**src/rtl/xge_pkt_rx_drain_if.sv**
```systemverilog
`default_nettype none
// ============================================================================
//  Module      : xge_pkt_rx_drain_if
//  Description : MAC RX read-protocol signals and downstream valid/ready stream
//                bundled for xge_pkt_rx_drain.
//  Revision    : 1.0 - initial release
// ============================================================================
interface xge_pkt_rx_drain_if;
    logic        pkt_rx_avail;
    logic        pkt_rx_ren;
    logic        pkt_rx_val;
    logic [63:0] pkt_rx_data;
    logic        pkt_rx_sop;
    logic        pkt_rx_eop;
    logic [2:0]  pkt_rx_mod;
    logic        pkt_rx_err;
    logic        out_valid;
    logic        out_ready;
    logic [63:0] out_data;
    logic        out_sop;
    logic        out_eop;
    logic [2:0]  out_mod;
    logic        out_err;

    // Environment view: MAC source plus downstream sink
    modport master (
        output pkt_rx_avail, pkt_rx_val, pkt_rx_data, pkt_rx_sop,
               pkt_rx_eop, pkt_rx_mod, pkt_rx_err, out_ready,
        input  pkt_rx_ren, out_valid, out_data, out_sop, out_eop,
               out_mod, out_err
    );

    // Drain view
    modport slave (
        input  pkt_rx_avail, pkt_rx_val, pkt_rx_data, pkt_rx_sop,
               pkt_rx_eop, pkt_rx_mod, pkt_rx_err, out_ready,
        output pkt_rx_ren, out_valid, out_data, out_sop, out_eop,
               out_mod, out_err
    );
endinterface
`default_nettype wire

```
**src/rtl/xge_pkt_rx_drain.sv**
```systemverilog
`default_nettype none
// ============================================================================
//  Module      : xge_pkt_rx_drain
//  Description : Drains the 10GbE MAC RX FIFO into a small first-word-fall-
//                through buffer, streams beats out and keeps frame statistics.
//  Revision    : 1.0 - initial release
// ============================================================================
module xge_pkt_rx_drain #(
    parameter int FIFO_DEPTH = 4,
    parameter int CNT_W      = 32
) (
    input  wire logic             clk_156m25,
    input  wire logic             reset_156m25,
    xge_pkt_rx_drain_if.slave     rx,
    output logic [CNT_W-1:0]      stat_frames,
    output logic [CNT_W-1:0]      stat_err_frames,
    output logic [CNT_W-1:0]      stat_bytes,
    output logic                  proto_err
);
    localparam int c_ptr_w = $clog2(FIFO_DEPTH);
    localparam int c_cnt_w = c_ptr_w + 1;
    localparam int c_ent_w = 70;

    localparam logic [0:0] c_st_idle = 1'b0;
    localparam logic [0:0] c_st_read = 1'b1;

    localparam logic [c_cnt_w:0]   c_depth   = (c_cnt_w+1)'(FIFO_DEPTH);
    localparam logic [c_cnt_w-1:0] c_cnt_one = c_cnt_w'(1);
    localparam logic [c_ptr_w-1:0] c_ptr_one = c_ptr_w'(1);
    localparam logic [CNT_W-1:0]   c_st_one  = CNT_W'(1);

    logic [c_ent_w-1:0] r_mem [FIFO_DEPTH];
    logic [c_ptr_w-1:0] r_wr_ptr;
    logic [c_ptr_w-1:0] r_rd_ptr;
    logic [c_cnt_w-1:0] r_count;
    logic               r_inflight;
    logic [0:0]         r_state;
    logic               r_in_frame;
    logic               r_proto_err;
    logic [CNT_W-1:0]   r_stat_frames;
    logic [CNT_W-1:0]   r_stat_err_frames;
    logic [CNT_W-1:0]   r_stat_bytes;

    logic               w_push;
    logic               w_pop;
    logic               w_empty;
    logic               w_eop_wr;
    logic               w_credit;
    logic               w_ren;
    logic [c_cnt_w:0]   w_occupancy;
    logic [3:0]         w_beat_bytes;
    logic [c_ent_w-1:0] w_wr_entry;
    logic [c_ent_w-1:0] w_head;

    // Only beats answering one of our own reads are accepted; this also drops
    // a late beat for a read issued just before reset.
    assign w_push   = rx.pkt_rx_val & r_inflight;
    assign w_empty  = (r_count == '0);
    assign w_pop    = ~w_empty & rx.out_ready;
    assign w_eop_wr = w_push & rx.pkt_rx_eop;

    assign w_occupancy = {1'b0, r_count} + {{c_cnt_w{1'b0}}, r_inflight};
    assign w_credit    = (w_occupancy < c_depth);
    assign w_ren       = (r_state == c_st_read) & rx.pkt_rx_avail & w_credit & ~w_eop_wr;
    assign rx.pkt_rx_ren = w_ren;

    assign w_beat_bytes = (rx.pkt_rx_eop && rx.pkt_rx_mod != 3'd0) ? {1'b0, rx.pkt_rx_mod} : 4'd8;
    assign w_wr_entry   = {rx.pkt_rx_data, rx.pkt_rx_sop, rx.pkt_rx_eop, rx.pkt_rx_mod, rx.pkt_rx_err};

    // Head entry is masked while empty so stale storage never leaks out
    assign w_head       = w_empty ? '0 : r_mem[r_rd_ptr];
    assign rx.out_valid = ~w_empty;
    assign rx.out_data  = w_head[69:6];
    assign rx.out_sop   = w_head[5];
    assign rx.out_eop   = w_head[4];
    assign rx.out_mod   = w_head[3:1];
    assign rx.out_err   = w_head[0];

    assign stat_frames     = r_stat_frames;
    assign stat_err_frames = r_stat_err_frames;
    assign stat_bytes      = r_stat_bytes;
    assign proto_err       = r_proto_err;

    always_ff @(posedge clk_156m25) begin
        if (w_push) begin
            r_mem[r_wr_ptr] <= w_wr_entry;
        end
    end

    always_ff @(posedge clk_156m25) begin
        if (reset_156m25) begin
            r_state <= c_st_idle;
        end else begin
            case (r_state)
                c_st_idle: if (rx.pkt_rx_avail) r_state <= c_st_read;
                c_st_read: if (w_eop_wr)        r_state <= c_st_idle;
                default:                        r_state <= c_st_idle;
            endcase
        end
    end

    always_ff @(posedge clk_156m25) begin
        if (reset_156m25) begin
            r_wr_ptr   <= '0;
            r_rd_ptr   <= '0;
            r_count    <= '0;
            r_inflight <= 1'b0;
        end else begin
            r_inflight <= w_ren;
            if (w_push) r_wr_ptr <= r_wr_ptr + c_ptr_one;
            if (w_pop)  r_rd_ptr <= r_rd_ptr + c_ptr_one;
            case ({w_push, w_pop})
                2'b10:   r_count <= r_count + c_cnt_one;
                2'b01:   r_count <= r_count - c_cnt_one;
                default: r_count <= r_count;
            endcase
        end
    end

    always_ff @(posedge clk_156m25) begin
        if (reset_156m25) begin
            r_in_frame        <= 1'b0;
            r_proto_err       <= 1'b0;
            r_stat_frames     <= '0;
            r_stat_err_frames <= '0;
            r_stat_bytes      <= '0;
        end else if (w_push) begin
            if (rx.pkt_rx_sop == r_in_frame) begin
                r_proto_err <= 1'b1;
            end
            if (rx.pkt_rx_eop) begin
                r_in_frame        <= 1'b0;
                r_stat_frames     <= r_stat_frames + c_st_one;
                r_stat_err_frames <= r_stat_err_frames + CNT_W'(rx.pkt_rx_err);
            end else if (rx.pkt_rx_sop) begin
                r_in_frame <= 1'b1;
            end
            r_stat_bytes <= r_stat_bytes + CNT_W'(w_beat_bytes);
        end
    end
endmodule
`default_nettype wire

```
**src/flat_wrapper.sv**
```systemverilog
// flat-port wrapper written by rule: the top's interface ports become plain ports
module xge_pkt_rx_drain_flat 
#(
    parameter int FIFO_DEPTH = 4,
    parameter int CNT_W      = 32
)
  (clk_156m25, reset_156m25, stat_frames, stat_err_frames, stat_bytes, proto_err, rx_pkt_rx_avail, rx_pkt_rx_val, rx_pkt_rx_data, rx_pkt_rx_sop, rx_pkt_rx_eop, rx_pkt_rx_mod, rx_pkt_rx_err, rx_out_ready, rx_pkt_rx_ren, rx_out_valid, rx_out_data, rx_out_sop, rx_out_eop, rx_out_mod, rx_out_err);
  xge_pkt_rx_drain_if rx_i ();
  input  wire logic clk_156m25;
  input  wire logic reset_156m25;
  output logic [CNT_W-1:0] stat_frames;
  output logic [CNT_W-1:0] stat_err_frames;
  output logic [CNT_W-1:0] stat_bytes;
  output logic proto_err;
  input wire logic [$bits(rx_i.pkt_rx_avail)-1:0] rx_pkt_rx_avail;
  input wire logic [$bits(rx_i.pkt_rx_val)-1:0] rx_pkt_rx_val;
  input wire logic [$bits(rx_i.pkt_rx_data)-1:0] rx_pkt_rx_data;
  input wire logic [$bits(rx_i.pkt_rx_sop)-1:0] rx_pkt_rx_sop;
  input wire logic [$bits(rx_i.pkt_rx_eop)-1:0] rx_pkt_rx_eop;
  input wire logic [$bits(rx_i.pkt_rx_mod)-1:0] rx_pkt_rx_mod;
  input wire logic [$bits(rx_i.pkt_rx_err)-1:0] rx_pkt_rx_err;
  input wire logic [$bits(rx_i.out_ready)-1:0] rx_out_ready;
  output wire logic [$bits(rx_i.pkt_rx_ren)-1:0] rx_pkt_rx_ren;
  output wire logic [$bits(rx_i.out_valid)-1:0] rx_out_valid;
  output wire logic [$bits(rx_i.out_data)-1:0] rx_out_data;
  output wire logic [$bits(rx_i.out_sop)-1:0] rx_out_sop;
  output wire logic [$bits(rx_i.out_eop)-1:0] rx_out_eop;
  output wire logic [$bits(rx_i.out_mod)-1:0] rx_out_mod;
  output wire logic [$bits(rx_i.out_err)-1:0] rx_out_err;
  assign rx_i.pkt_rx_avail = rx_pkt_rx_avail;
  assign rx_i.pkt_rx_val = rx_pkt_rx_val;
  assign rx_i.pkt_rx_data = rx_pkt_rx_data;
  assign rx_i.pkt_rx_sop = rx_pkt_rx_sop;
  assign rx_i.pkt_rx_eop = rx_pkt_rx_eop;
  assign rx_i.pkt_rx_mod = rx_pkt_rx_mod;
  assign rx_i.pkt_rx_err = rx_pkt_rx_err;
  assign rx_i.out_ready = rx_out_ready;
  assign rx_pkt_rx_ren = rx_i.pkt_rx_ren;
  assign rx_out_valid = rx_i.out_valid;
  assign rx_out_data = rx_i.out_data;
  assign rx_out_sop = rx_i.out_sop;
  assign rx_out_eop = rx_i.out_eop;
  assign rx_out_mod = rx_i.out_mod;
  assign rx_out_err = rx_i.out_err;
  xge_pkt_rx_drain #(.FIFO_DEPTH(FIFO_DEPTH), .CNT_W(CNT_W)) u_core (.clk_156m25(clk_156m25), .reset_156m25(reset_156m25), .rx(rx_i), .stat_frames(stat_frames), .stat_err_frames(stat_err_frames), .stat_bytes(stat_bytes), .proto_err(proto_err));
endmodule
```
**config.mk**
```make
export PLATFORM = sky130hd
export DESIGN_NAME = xge_pkt_rx_drain_flat
export DESIGN_NICKNAME = d
export VERILOG_FILES = /design/src/rtl/xge_pkt_rx_drain_if.sv /design/src/rtl/xge_pkt_rx_drain.sv /design/src/flat_wrapper.sv
export SDC_FILE = /design/constraint.sdc
export NUM_CORES = 1
export LEC_CHECK = 0
export ABC_AREA = 1
export CAP_MARGIN = 25
export CORE_ASPECT_RATIO = 0.7
export CORE_UTILIZATION = 55
export DETAILED_ROUTE_END_ITERATION = 10
export PLACE_DENSITY = 0.81
export SETUP_SLACK_MARGIN = 0.15
export SYNTH_ARGS = -nofsm -noshare
export SYNTH_HDL_FRONTEND = slang
export SYNTH_SLANG_ARGS = --single-unit
```
**constraint.sdc**
```tcl
create_clock -name clk_156m25 -period 5.3 [get_ports clk_156m25]
set_input_delay 0.795 -clock clk_156m25 [delete_from_list [all_inputs] [get_ports clk_156m25]]
set_output_delay 0.795 -clock clk_156m25 [all_outputs]
set_load 0.05 [all_outputs]
```
# Word-level counts from Yosys, hierarchy flattened
# Memories as Yosys holds them, arrays and structs flattened. A register that Yosys moved wholly into a read port is not among the register bits.
# Cells that the tools add are included.
[word_totals]
inputBits = 75
elab_cells = 52
register_bits = 107
ram_bits = 280
out_inout_bits = 169
memories = 1
[classes]
n_eq_ne = 3
addsub = 8
reduce_logical = 8
n_lt_le_gt_ge = 1
muxes = 12
n_bitwise = 9
[mem_list]
columns = ["name", "depth", "width", "read_ports", "rd_ports_with_merged_regs", "write_ports", "line_no", "text"]
rows = [
  ["u_core.r_mem", 4, 70, 1, 1, 1, "xge_pkt_rx_drain.sv:32", "logic [c_ent_w-1:0] r_mem [FIFO_DEPTH];"],
]
[op_table]
columns = ["operator", "n"]
rows = [
  ["$mux 70", 1],
  ["$add 32x1->32", 1],
  ["$add 32x1->32 const B", 1],
  ["$add 32x4->32", 1],
  ["$and 1x1->1", 6],
  ["$mux 1", 6],
  ["$pmux 3 s2", 1],
  ["$reduce_and 2->1", 3],
  ["$add 2x1->2 const B", 2],
  ["$add 3x1->4", 1],
  ["$lt 4x3->1 const B", 1],
  ["$mux 2", 2],
  ["$mux 4", 1],
  ["$reduce_bool 2->1", 2],
  ["$add 3x1->3 const B", 1],
  ["$logic_not 3->1", 1],
  ["$not 1->1", 3],
  ["$reduce_bool 3->1", 1],
  ["$sub 3x1->3 const B", 1],
  ["$eq 2x1->1 const B", 1],
  ["$eq 2x2->1 const B", 1],
  ["$pmux 1 s2", 1],
  ["$eq 1x1->1", 1],
  ["$logic_and 1x1->1", 1],
]

# Depth between registers and ports, before layout
# Gate-level depths: netlist (run 1).
[logic_depth]
word_depth = 5
depth_mapped = 13
ltp_nobuf = 12

# Worst setup path after synthesis (run 1)
# OpenSTA, ideal clock, no wires.
[synth_timing]
path_type = "input port to flip-flop"
startpoint = "in rx_pkt_rx_val"
endpoint = "mem u_core.r_mem[0][0], enable pin"
setup_slack_ns = 0.791
n_path_buf = 1
required_time_ns = 4.801
stages = 3
setup_ns = 0.499
t_arrival_ns = 4.010
cell_sequence = "nand2_4 buf_1 nor2_1"
[synth_between]
elab_chain_cells = 3
[synth_lines]
columns = ["element", "line_no", "text"]
rows = [
  ["from (decl)", "flat_wrapper.sv:16", "input wire logic [$bits(rx_i.pkt_rx_val)-1:0] rx_pkt_rx_val;"],
  ["$and 1x1->1", "xge_pkt_rx_drain.sv:57", "assign w_push = rx.pkt_rx_val & r_inflight;"],
  ["$mux 1", "xge_pkt_rx_drain.sv:85", "if (w_push) begin"],
  ["$mux 1 (not written as such)", "xge_pkt_rx_drain.sv:86", "r_mem[r_wr_ptr] <= w_wr_entry;"],
  ["to (decl)", "xge_pkt_rx_drain.sv:32", ""],
]
# No other way between the ends.

==> impl_results.md, run 1 <==
* Post-route DRC at 0
* Power Dens Cells at 372 mW/mm^2
* Multiplexer share of the synthesized area at 0
* Final hold violations at 0
* Syn Nets at 1836
* Placer Congestion at 0.928
* Final nets at around 2100
* Root buffer cell: clkbuf_16
* Crit path max fanout at 77
* Worst Path Required at between 4 and 5 ns
* Port bufs at 243
* Total grt overflow at 0
* Vias at 13200
* Unrepaired setup endpoints after global routing: false
* Overall power at approximately 0.0077 W
* Register area share after synthesis at 0.636
* Internal power at between 0.005 and 0.006 W
* Final setup vio count at 0
* Synth unique cells at 42
* Maxcap violations at 0
* HPWL after detailed placement at around 26000 um
* Min Tclk post-route at approximately 4.2 ns
* CP Capture Type: output port
* Most frequent cells in the layout: 451 x nor2_1, 280 x edfxtp_1, 263 x nand2_1
* Worst reg-to-reg path cell count at 9
* Die area at slightly above 0.03 mm^2
* Hold depth at 2
* Synthesized cell area at ~0.017 mm^2
* Share of layout cells above drive strength 1 at 0.0513
* Std cell rows at 52
* Pre-Repair DR Iteration Count at 8
* Area Overhead vs Synth at 25.2%
* Drt via density at ~5.5
* Worst EP arrival at around 3.4 ns
* Leak at roughly 7.1 nW
* Rel. slew slack at 0.380
* Clock share of power at 0.352
* Hold Crit Class: flip-flop to flip-flop
* Hold Crit Start: u_core.r_rd_ptr[1]
* Startpoint types: flip-flop
* # diodes at 0
* Final non-filler cell total at roughly 2400
* Commonest non-fill, non-tap cell in the layout: nor2_1
* Final ANT Viol Nets at 0
* Asr flop ratio synth at 0
* Fin. max-slew vios at 0
* Sink Count at between 300 and 400
* NetSw at 0.00236 W
* H-tree depth at 2
* Detailed Route Iter0 Violations at between 1000 and 1500
* CTS tree: yes
* Largest family of logic cells by synthesized area: simple AND/OR/NAND/NOR gates
* R2r startpoint: u_core.r_count[0]
* Period utilization at 0.788
* Final core area utilization at 0.710
* Comb power frac at 0.220
* Synth Area in XOR/XNOR at 0.00632
* Tot GR Track Use at 0.267
* Post-Synth Adder-Cell Area at 0.0114
* Hold_ws at 0.468 ns
* Crit path kind: flip-flop to output port
* Worst VDD drop at between 0.2 and 0.3 mV
* WL final at roughly 42000 um
* Hold Buf Count CTS at 0
* Setup slack, reg-to-reg at between 3 and 4 ns
* Starting density of the core at 0.567
* Initial antenna violation count at 2
* Post-synth EDFFs at 280
* Largest net degree at the start of global routing at 91
* TNS Setup at 0 ns
* Later-pin clock latency in the skew report at 0.53 ns
* Clk_skew at between 0.015 and 0.02 ns
* CTS buffer count at 39
* Sequential Power Share at 0.427
* Reg clk slew, reported paths at roughly 0.060 ns
* FF-to-FF End: u_core.r_count[2]
* Number of global-route vias before repair at approximately 12000
* Yosys warning total at 0
* Status: finished clean
* IO Pins at around 240
* Post_cts resized at 0
* CTS max path bufs at 3
* Ys flop type: edfxtp_1
* Dpl cells at between 2000 and 2500
* Die width at 210 um
* Yosys reg bits at ~390
* Actual slew at the worst max-slew pin at between 0.9 and 1 ns
* Post-Synthesis Cells at between 1500 and 2000
* Die Ht at between 100 and 150 um
* Core box area at about 0.029 mm^2
* Sw frac at 0.305
* FMAX at approximately 240 MHz
* Avg WL per Cell at 17.3 um
* Post-Synth Simple-Gate Area at 0.205
* First-pass GRT wire length at between 60000 and 70000 um
* Syn avg cell area at 9.53 um^2
* Synth Area in Compound Gates at 0.0997
* Postcts setup bufs at 0
[power by group through the flow]
stage	sequential [W]	combinational [W]	clock, W
floorplan	0.00336	0.00110	0
global placement	0.00337	0.00167	0
detailed placement	0.00338	0.00170	0
CTS	0.00331	0.00171	0.00277
global route	0.00331	0.00181	0.00289
finish	0.00331	0.00171	0.00273
[state kept, by name (all words and copies together) (netlist names), named ones only]
signal,cells
u_core.r_in_frame,1
u_core.stat_bytes,32
u_core.r_rd_ptr,2
u_core.r_count,3
u_core.proto_err,1
u_core.r_inflight,1
u_core.stat_err_frames,32
u_core.r_mem,280
u_core.r_wr_ptr,2
u_core.r_state,1
u_core.stat_frames,32
[per-layer routing]
layer | wire length (um) | up-vias | GRT usage
met1 | 18200 | 6265 | 0.372
met5 | 34 | - | 0
met4 | 823 | 4 | 0.0759
met2 | 19000 | 512 | 0.421
li1 | - | 6351 | -
met3 | 3660 | 68 | 0.0610
[worst max-delay path by stage]
stage	startpoint	end	cells past startpoint	slack (ns)
2_1_floorplan	rx_pkt_rx_val	u_core.r_mem[0][0]	3	0.79
3_3_place_gp	rx_pkt_rx_eop	rx_pkt_rx_ren	5	1.42
3_5_place_dp	rx_pkt_rx_eop	rx_pkt_rx_ren	5	1.36
4_1_cts	flip-flop	rx_out_data[57]	6	1.09
5_1_grt	flip-flop	rx_out_data[41]	6	0.89
6_report	flip-flop	rx_out_data[26]	6	1.13
[kinds of logic after synthesis]
family,after synthesis
xor+xnor,12
buf+inv,176
flops,389
compound gates,325
simple gates,831
fa+ha+maj,14
[layout make-up]
class,count,area [um^2]
timing repair buffer,262,2680
clock inverter,16,181
sequential,389,10600
clock buffer,53,1070
tap,405,507
multi-input combinational,1182,5410
fill,2146,8500
inverter,106,400
[stage by stage]
stage | instance area (um^2) | setup WS (ns)
after floorplan | 16600 | 0.791
after global placement | 19500 | 1.42
after detailed placement | 19600 | 1.36
after CTS | 20800 | 1.09
after global routing | 20800 | 0.887
final | 20800 | 1.13
[critical path: stages (launching register included)]
cell	delay, ns
dfxtp_4	0.58
buf_4	0.73
nor2_1	0.14
nor2_1	0.14
o21ai_0	0.13
a21oi_1	0.26
clkdlybuf4s50_1	0.84
[cell usage after synthesis (3+ instances only)]
| cell type | number | area [um^2] |
|---|---|---|
| o21ai_0 | 175 | 876 |
| nand3_1 | 49 | 245 |
| nor2_4 | 5 | 56.3 |
| nor2_1 | 455 | 1710 |
| o21a_1 | 4 | 30.0 |
| nor3b_1 | 4 | 30.0 |
| clkbuf_1 | 53 | 199 |
| nand3_2 | 4 | 40.0 |
| nor3_1 | 14 | 70.1 |
| nor2_2 | 4 | 25.0 |
| dfxtp_1 | 109 | 2180 |
| inv_1 | 101 | 379 |
| nand2_1 | 263 | 987 |
| ha_1 | 12 | 150 |
| nand4_1 | 13 | 81.3 |
| inv_2 | 3 | 11.3 |
| nand3b_1 | 9 | 67.6 |
| buf_1 | 3 | 11.3 |
| xor2_1 | 10 | 87.6 |
| edfxtp_1 | 280 | 8410 |
| a21oi_1 | 137 | 686 |
| buf_2 | 13 | 65.1 |
Power figures use the tool's default switching activity.
==> run 2, diff against run 1 <==
clock period = 4.25 ns   (was 5.3 ns; I/O delays follow)
==> run 2 against run 1 <==
Sequential share of layout area is 0.30 points higher. Non-clock buffer count shrank 4. Flip-flop and latch count did not move. Count of clock-buffer cells in the layout is 7 lower. Combinational power is 25% higher. Critical endpoint is now rx_out_data[38]. Critical path type unchanged. Critical path depth unchanged. First-iteration DRC count is 9.3% lower. Largest power group unchanged. Clock power rose by 18%. Wire length fell by 2.8%.
==> impl_results.md, run 2 (same netlist as run 1, synthesis figures left out) <==
* Die area at 0.0310 mm^2 (unchanged)
* CP Buf/Inv Count at 2 (unchanged)
* Port bufs at 243 (unchanged)
* Later-pin clock latency in the skew report at 0.54 ns (was 0.53 ns)
* Hold depth at 2 (unchanged)
* Sw frac at 0.307 (was 0.305)
* Startpoint types: flip-flop (unchanged)
* Status: finished clean (unchanged)
* CP Cell Sequence: buf_12, nor2_1, nor2_1, o21ai_0, a21oi_1, clkdlybuf4s50_1 (was buf_4, nor2_1, nor2_1, o21ai_0, a21oi_1, clkdlybuf4s50_1)
* Reg clk slew, reported paths at 0.06 ns (about the same)
* Area Overhead vs Synth at 24.5% (was 25.2%)
* Setup slack, reg-to-reg at 1.99 ns (was 3.09 ns)
* Unrepaired setup endpoints after global routing: false (unchanged)
* WL final at 40600 um (was 41700 um)
* Die width at 210 um (unchanged)
* Crit path kind: flip-flop to output port (unchanged)
* Sink Count at 389 (unchanged)
* Multi-input logic area at 0.00541 mm^2 (unchanged)
* CTS buffer count at 38 (was 39)
* Sequential Power Share at 0.433 (was 0.427)
* Maxcap violations at 0 (unchanged)
* FMAX at approximately 280 MHz
* Number of global-route vias before repair at 11900 (was 12500)
* DP Area at 0.0195 mm^2 (was 0.0196 mm^2)
* Worst EP arrival at 2.88 ns (was 3.38 ns)
* Post_cts resized at 0 (unchanged)
* HPWL after detailed placement at 25300 um (was 26100 um)
* Min Tclk post-route at 3.52 ns
* Core box area at 0.0293 mm^2 (unchanged)
* Hold Crit Start: u_core.r_rd_ptr[1] (unchanged)
* Final instance area at 0.0207 mm^2 (was 0.0208 mm^2)
* Initial antenna violation count at 2 (unchanged)
* TNS Setup at 0 ns (unchanged)
* Post-route DRC at 0 (unchanged)
* FF-to-FF End: u_core.r_count[2] (unchanged)
* Fin. max-slew vios at 0 (unchanged)
* Root buffer cell: clkbuf_16 (unchanged)
* Hold Buf Count CTS at 0 (unchanged)
* Pre-Repair DR Iteration Count at 5 (was 8)
* H-tree depth at 2 (unchanged)
* Share of layout cells above drive strength 1 at 0.0495 (was 0.0513)
* Leak at 7.07 nW (was 7.14 nW)
* Power Dens Cells at 457 mW/mm^2 (was 372 mW/mm^2)
* Crit path top cell by count: nor2_1 (unchanged)
* CTS tree: yes (unchanged)
* R2r startpoint: u_core.r_count[0] (unchanged)
* Most flops, register: u_core.r_mem (unchanged)
* Worst Path Required at 3.61 ns (was 4.51 ns)
* Critical path's top delay family: buffers and inverters (unchanged)
* Avg WL per Cell at 16.9 um (was 17.3 um)
* Tot GR Track Use at 0.257 (was 0.267)
* Clock share of power at 0.341 (was 0.352)
* Final nets at 2064 (was 2069)
* Final ANT Viol Nets at 0 (unchanged)
* Max reg flops at 280 (unchanged)
* Vias at 13000 (was 13200)
* Max incr delay on CP at 0.85 ns (was 0.84 ns)
* Clk_skew at 0.0104 ns (was 0.0183 ns)
* Placer Congestion at 0.928 (about the same)
* Crit path max fanout at 140 (was 77)
* Hold_ws at 0.462 ns (was 0.468 ns)
* Detailed Route Iter0 Violations at 1063 (was 1172)
* Comb power frac at 0.225 (was 0.220)
* Storage cell area at 0.0106 mm^2 (unchanged)
* Overall power at 0.00948 W (was 0.00775 W)
* Total grt overflow at 0 (unchanged)
* Final setup vio count at 0 (unchanged)
* Actual slew at the worst max-slew pin at 0.898 ns (was 0.931 ns)
* CTS max path bufs at 3 (unchanged)
* CP Capture Type: output port (unchanged)
* First-pass GRT wire length at 62600 um (was 65000 um)
* Period utilization at 0.829
* Drt via density at 5.39 (was 5.47)
* Most frequent cells in the layout: 451 x nor2_1, 280 x edfxtp_1, 263 x nand2_1 (unchanged)
* IO Pins at 244 (unchanged)
* Die Ht at 148 um (unchanged)
* Final hold violations at 0 (unchanged)
* Commonest non-fill, non-tap cell in the layout: nor2_1 (unchanged)
* Largest net degree at the start of global routing at 141 (was 91)
* Rel. slew slack at 0.401 (was 0.380)
* Internal power at 0.00657 W (was 0.00539 W)
* Filler instances at 2143 (was 2146)
* Worst reg-to-reg path cell count at 9 (unchanged)
* Starting density of the core at 0.567 (unchanged)
* Hold Crit Class: flip-flop to flip-flop (unchanged)
* Slowest CP cell: clkdlybuf4s50_1 (unchanged)
* Postcts setup bufs at 0 (unchanged)
* NetSw at 0.00291 W (was 0.00236 W)
* Std cell rows at 52 (unchanged)
* Worst VDD drop at 0.319 mV (was 0.258 mV)
## run 2: stage by stage
stage | instances | util | setup WS [ns]
final | 2407 | 0.706 | 0.728
after global routing | 2406 | 0.706 | 0.576
after CTS | 2405 | 0.706 | 0.727
after detailed placement | 2340 | 0.666 | 1.03
after global placement | 2340 | 0.666 | 1.12
after floorplan | 1747 | - | -0.101
## run 2: how the worst max path moves through the flow
stage | cells past startpoint | slack [ns] | end
2_1_floorplan | 3 | -0.10 | u_core.r_mem[0][0]
4_1_cts | 6 | 0.73 | rx_out_data[38]
6_report | 6 | 0.73 | rx_out_data[38]
3_5_place_dp | 12 | 1.03 | u_core.stat_bytes[20]
3_3_place_gp | 12 | 1.12 | u_core.stat_bytes[20]
5_1_grt | 6 | 0.58 | rx_out_data[57]
## run 2: power groups by stage
stage | clock network, W | registers, W | logic (W)
floorplan | 0 | 0.00419 | 0.00138
global placement | 0 | 0.00419 | 0.00210
detailed placement | 0 | 0.00419 | 0.00213
CTS | 0.00328 | 0.00411 | 0.00214
global route | 0.00344 | 0.00411 | 0.00225
finish | 0.00323 | 0.00411 | 0.00213
## run 2: area by class of cell
class                           instances  share of cell area
Sequential cell                       389               0.511
Multi-Input combinational cell       1182               0.261
Timing Repair Buffer                  258               0.126
Clock buffer                           46              0.0478
Tap cell                              405              0.0245
Inverter                              106              0.0193
Clock inverter                         19             0.00930
Antenna cell                            2            0.000242
## run 2: worst register-to-register path, delay by kind of cell, from the launching register on
family	cells	cell delay, ns
AOI/OAI and AO/OA	4	0.41
adders and majority gates	2	0.45
buffers and inverters	1	0.09
DFF	1	0.36
and+or+nand+nor	2	0.87
## run 2: layer usage
| layer | vias up | wire [um] | track usage |
|---|---|---|---|
| met3 | 65 | 3810 | 0.0578 |
| li1 | 6321 | - | - |
| met4 | 2 | 799 | 0.0704 |
| met1 | 6050 | 17600 | 0.363 |
| met5 | - | 10 | 0 |
| met2 | 542 | 18400 | 0.401 |
==> run 3, diff against run 2 <==
CORE_UTILIZATION = 49   (was 55)
PLACE_DENSITY = 0.76   (was 0.81)
clock period = 3.2 ns   (was 4.25 ns; I/O delays follow)
==> run 3 against run 2 <==
Hold slack worse by 0.012 ns. Critical path type unchanged. Clock skew up 0.0069 ns. Global-route usage down 2.3 points. Power up 39%. Combinational power up 44%.
==> impl_results.md, run 3 (same netlist as run 1, synthesis figures left out) <==
* Sequential Power Share at 0.417 (was 0.433)
* Placer Congestion at 0.876 (was 0.928)
* Number of global-route vias before repair at 12400 (was 11900)
* Startpoint types: flip-flop (unchanged)
* Worst VDD drop at 0.386 mV (was 0.319 mV)
* Core box area at 0.0335 mm^2 (was 0.0293 mm^2)
* Unrepaired setup endpoints after global routing: true (was false)
* Crit path kind: flip-flop to output port (unchanged)
* CP Buf/Inv Count at 2 (unchanged)
* HPWL after detailed placement at 25300 um (about the same)
* Internal power at 0.00915 W (was 0.00657 W)
* Leak at 7.38 nW (was 7.07 nW)
* Worst Path Required at 2.72 ns (was 3.61 ns)
* CTS max path bufs at 3 (unchanged)
* CP Capture Type: output port (unchanged)
* Pre-Repair DR Iteration Count at 7 (was 5)
* Commonest non-fill, non-tap cell in the layout: nor2_1 (unchanged)
* Reg clk slew, reported paths at 0.07 ns (was 0.06 ns)
* Slowest CP cell: dfxtp_4 (was clkdlybuf4s50_1)
* Max incr delay on CP at 0.53 ns (was 0.85 ns)
* Final hold violations at 0 (unchanged)
* Later-pin clock latency in the skew report at 0.54 ns (about the same)
* Worst setup margin at 0.290 ns (was 0.728 ns)
* FMAX at about 340 MHz
* Place WS at 0.225 ns (was 1.03 ns)
* Top Metal Used: met4 (was met5)
* Initial antenna violation count at 0 (was 2)
* Crit path max fanout at 118 (was 140)
* Final non-filler cell total at 2445 (was 2407)
* Std cell rows at 56 (was 52)
* CTS tree: yes (unchanged)
* Avg WL per Cell at 16.6 um (was 16.9 um)
* Rel. slew slack at 0.468 (was 0.401)
* Worst EP arrival at 2.43 ns (was 2.88 ns)
* Min Tclk post-route at between 2 and 3 ns
* Area Overhead vs Synth at 26.5% (was 24.5%)
* CTS buffer count at 38 (unchanged)
* Comb power frac at 0.233 (was 0.225)
* CP Cell Sequence: buf_16, nor2_1, nor2_1, o21ai_0, a21oi_1, buf_4 (was buf_12, nor2_1, nor2_1, o21ai_0, a21oi_1, clkdlybuf4s50_1)
* Drt via density at 5.28 (was 5.39)
* Period utilization at 0.909
* Actual slew at the worst max-slew pin at 0.796 ns (was 0.898 ns)
* Most flops, register: u_core.r_mem (unchanged)
* Die Ht at 156 um (was 148 um)
* Sw frac at 0.303 (was 0.307)
* Met2 WL post-DR at 18500 um (was 18400 um)
* Port bufs at 243 (unchanged)
* Status: finished clean (unchanged)
* Share of layout cells above drive strength 1 at 0.0920 (was 0.0495)
* IO Pins at 244 (unchanged)
* Hold_ws at 0.449 ns (was 0.462 ns)
* Max reg flops at 280 (unchanged)
* H-tree depth at 2 (unchanged)
* Clk_skew at 0.0173 ns (was 0.0104 ns)
* Most frequent cells in the layout: 451 x nor2_1, 280 x edfxtp_1, 263 x nand2_1 (unchanged)
* Starting density of the core at 0.497 (was 0.567)
* Die area at 0.0347 mm^2 (was 0.0310 mm^2)
* Met3 wire len at 3430 um (was 3810 um)
* # diodes at 0 (was 2)
* Sink Count at 389 (unchanged)
* First-pass GRT wire length at 64300 um (was 62600 um)
* Detailed Route Iter0 Violations at 1029 (was 1063)
* Maxcap violations at 0 (unchanged)
* Tot GR Track Use at 0.234 (was 0.257)
* WL final at 40700 um (was 40600 um)
* Total grt overflow at 0 (unchanged)
* Root buffer cell: clkbuf_16 (unchanged)
* Final setup vio count at 0 (unchanged)
* Post-route DRC at 0 (unchanged)
* Crit path top cell by count: nor2_1 (unchanged)
* Hold Buf Count CTS at 0 (unchanged)
* Clock share of power at 0.350 (was 0.341)
* Final ANT Viol Nets at 0 (unchanged)
* Power Dens Cells at 624 mW/mm^2 (was 457 mW/mm^2)
* DRT met1 WL at 17900 um (was 17600 um)
* Critical path's top delay family: buffers and inverters (unchanged)
* Fin. max-slew vios at 0 (unchanged)
* Vias at 12900 (was 13000)
* Hold Crit Class: flip-flop to flip-flop (unchanged)
* NetSw at 0.00398 W (was 0.00291 W)
* Largest net degree at the start of global routing at 119 (was 141)
* Dpl cells at 2378 (was 2340)
* Postcts setup bufs at 0 (unchanged)
* Final nets at 2072 (was 2064)
* Die width at 222 um (was 210 um)
## run 3: routing by layer
metal  track usage  vias up
li1              -     6348
met1         0.321     6041
met2         0.376      472
met3        0.0493       57
met4        0.0698        0
met5             0        -
## run 3: repair_timing
action | 4_1_cts | 5_1_grt
endpoints found under the setup margin | 0 | 5
endpoints found under the hold margin | 0 | 0
resized for setup | 0 | 2
## run 3: metrics by stage
stage	total power [W]	util	TNS, ns	instance area (um^2)
4_1_cts	0.0133	0.628	0	21000
6_report	0.0131	0.629	0	21100
2_1_floorplan	0.00739	-	-278.23	16600
3_5_place_dp	0.00865	0.590	0	19800
3_3_place_gp	0.00862	0.590	0	19800
5_1_grt	0.0136	0.629	0	21100
## run 3: layout make-up
type	count	area, um^2
Inverter	106	399
Clock buffer	47	1040
Tap cell	435	544
Clock inverter	20	241
Sequential cell	389	10600
Multi-Input combinational cell	1182	5410
Fill cell	2697	12400
Timing Repair Buffer	266	2830
## run 3: worst register-to-register path: stages (launching register included)
cell,delay [ns]
dfxtp_1,0.45
nor3_4,0.09
nor2_1,0.09
buf_4,0.15
ha_1,0.15
inv_1,0.07
fa_1,0.38
a21oi_1,0.14
o21ai_0,0.12
o21ai_0,0.18
a21oi_1,0.06
## run 3: worst paths after layout
| kind | slack, ns | end | cells after the start | start |
|---|---|---|---|---|
| max | 0.29 | rx_out_data[34] | 6 | flip-flop |
| min | 0.45 | u_core.proto_err | 2 | u_core.proto_err |
| max reg2reg | 1.21 | u_core.r_count[2] | 10 | u_core.r_count[0] |
| min reg2reg | 0.45 | u_core.proto_err | 2 | u_core.proto_err |
## run 3: power groups by stage
stage | Combinational (W) | Sequential, W | Clock [W]
after floorplan | 0.00183 | 0.00556 | 0
after global placement | 0.00304 | 0.00558 | 0
after detailed placement | 0.00307 | 0.00558 | 0
after CTS | 0.00308 | 0.00548 | 0.00470
after global routing | 0.00323 | 0.00548 | 0.00490
final | 0.00307 | 0.00548 | 0.00459
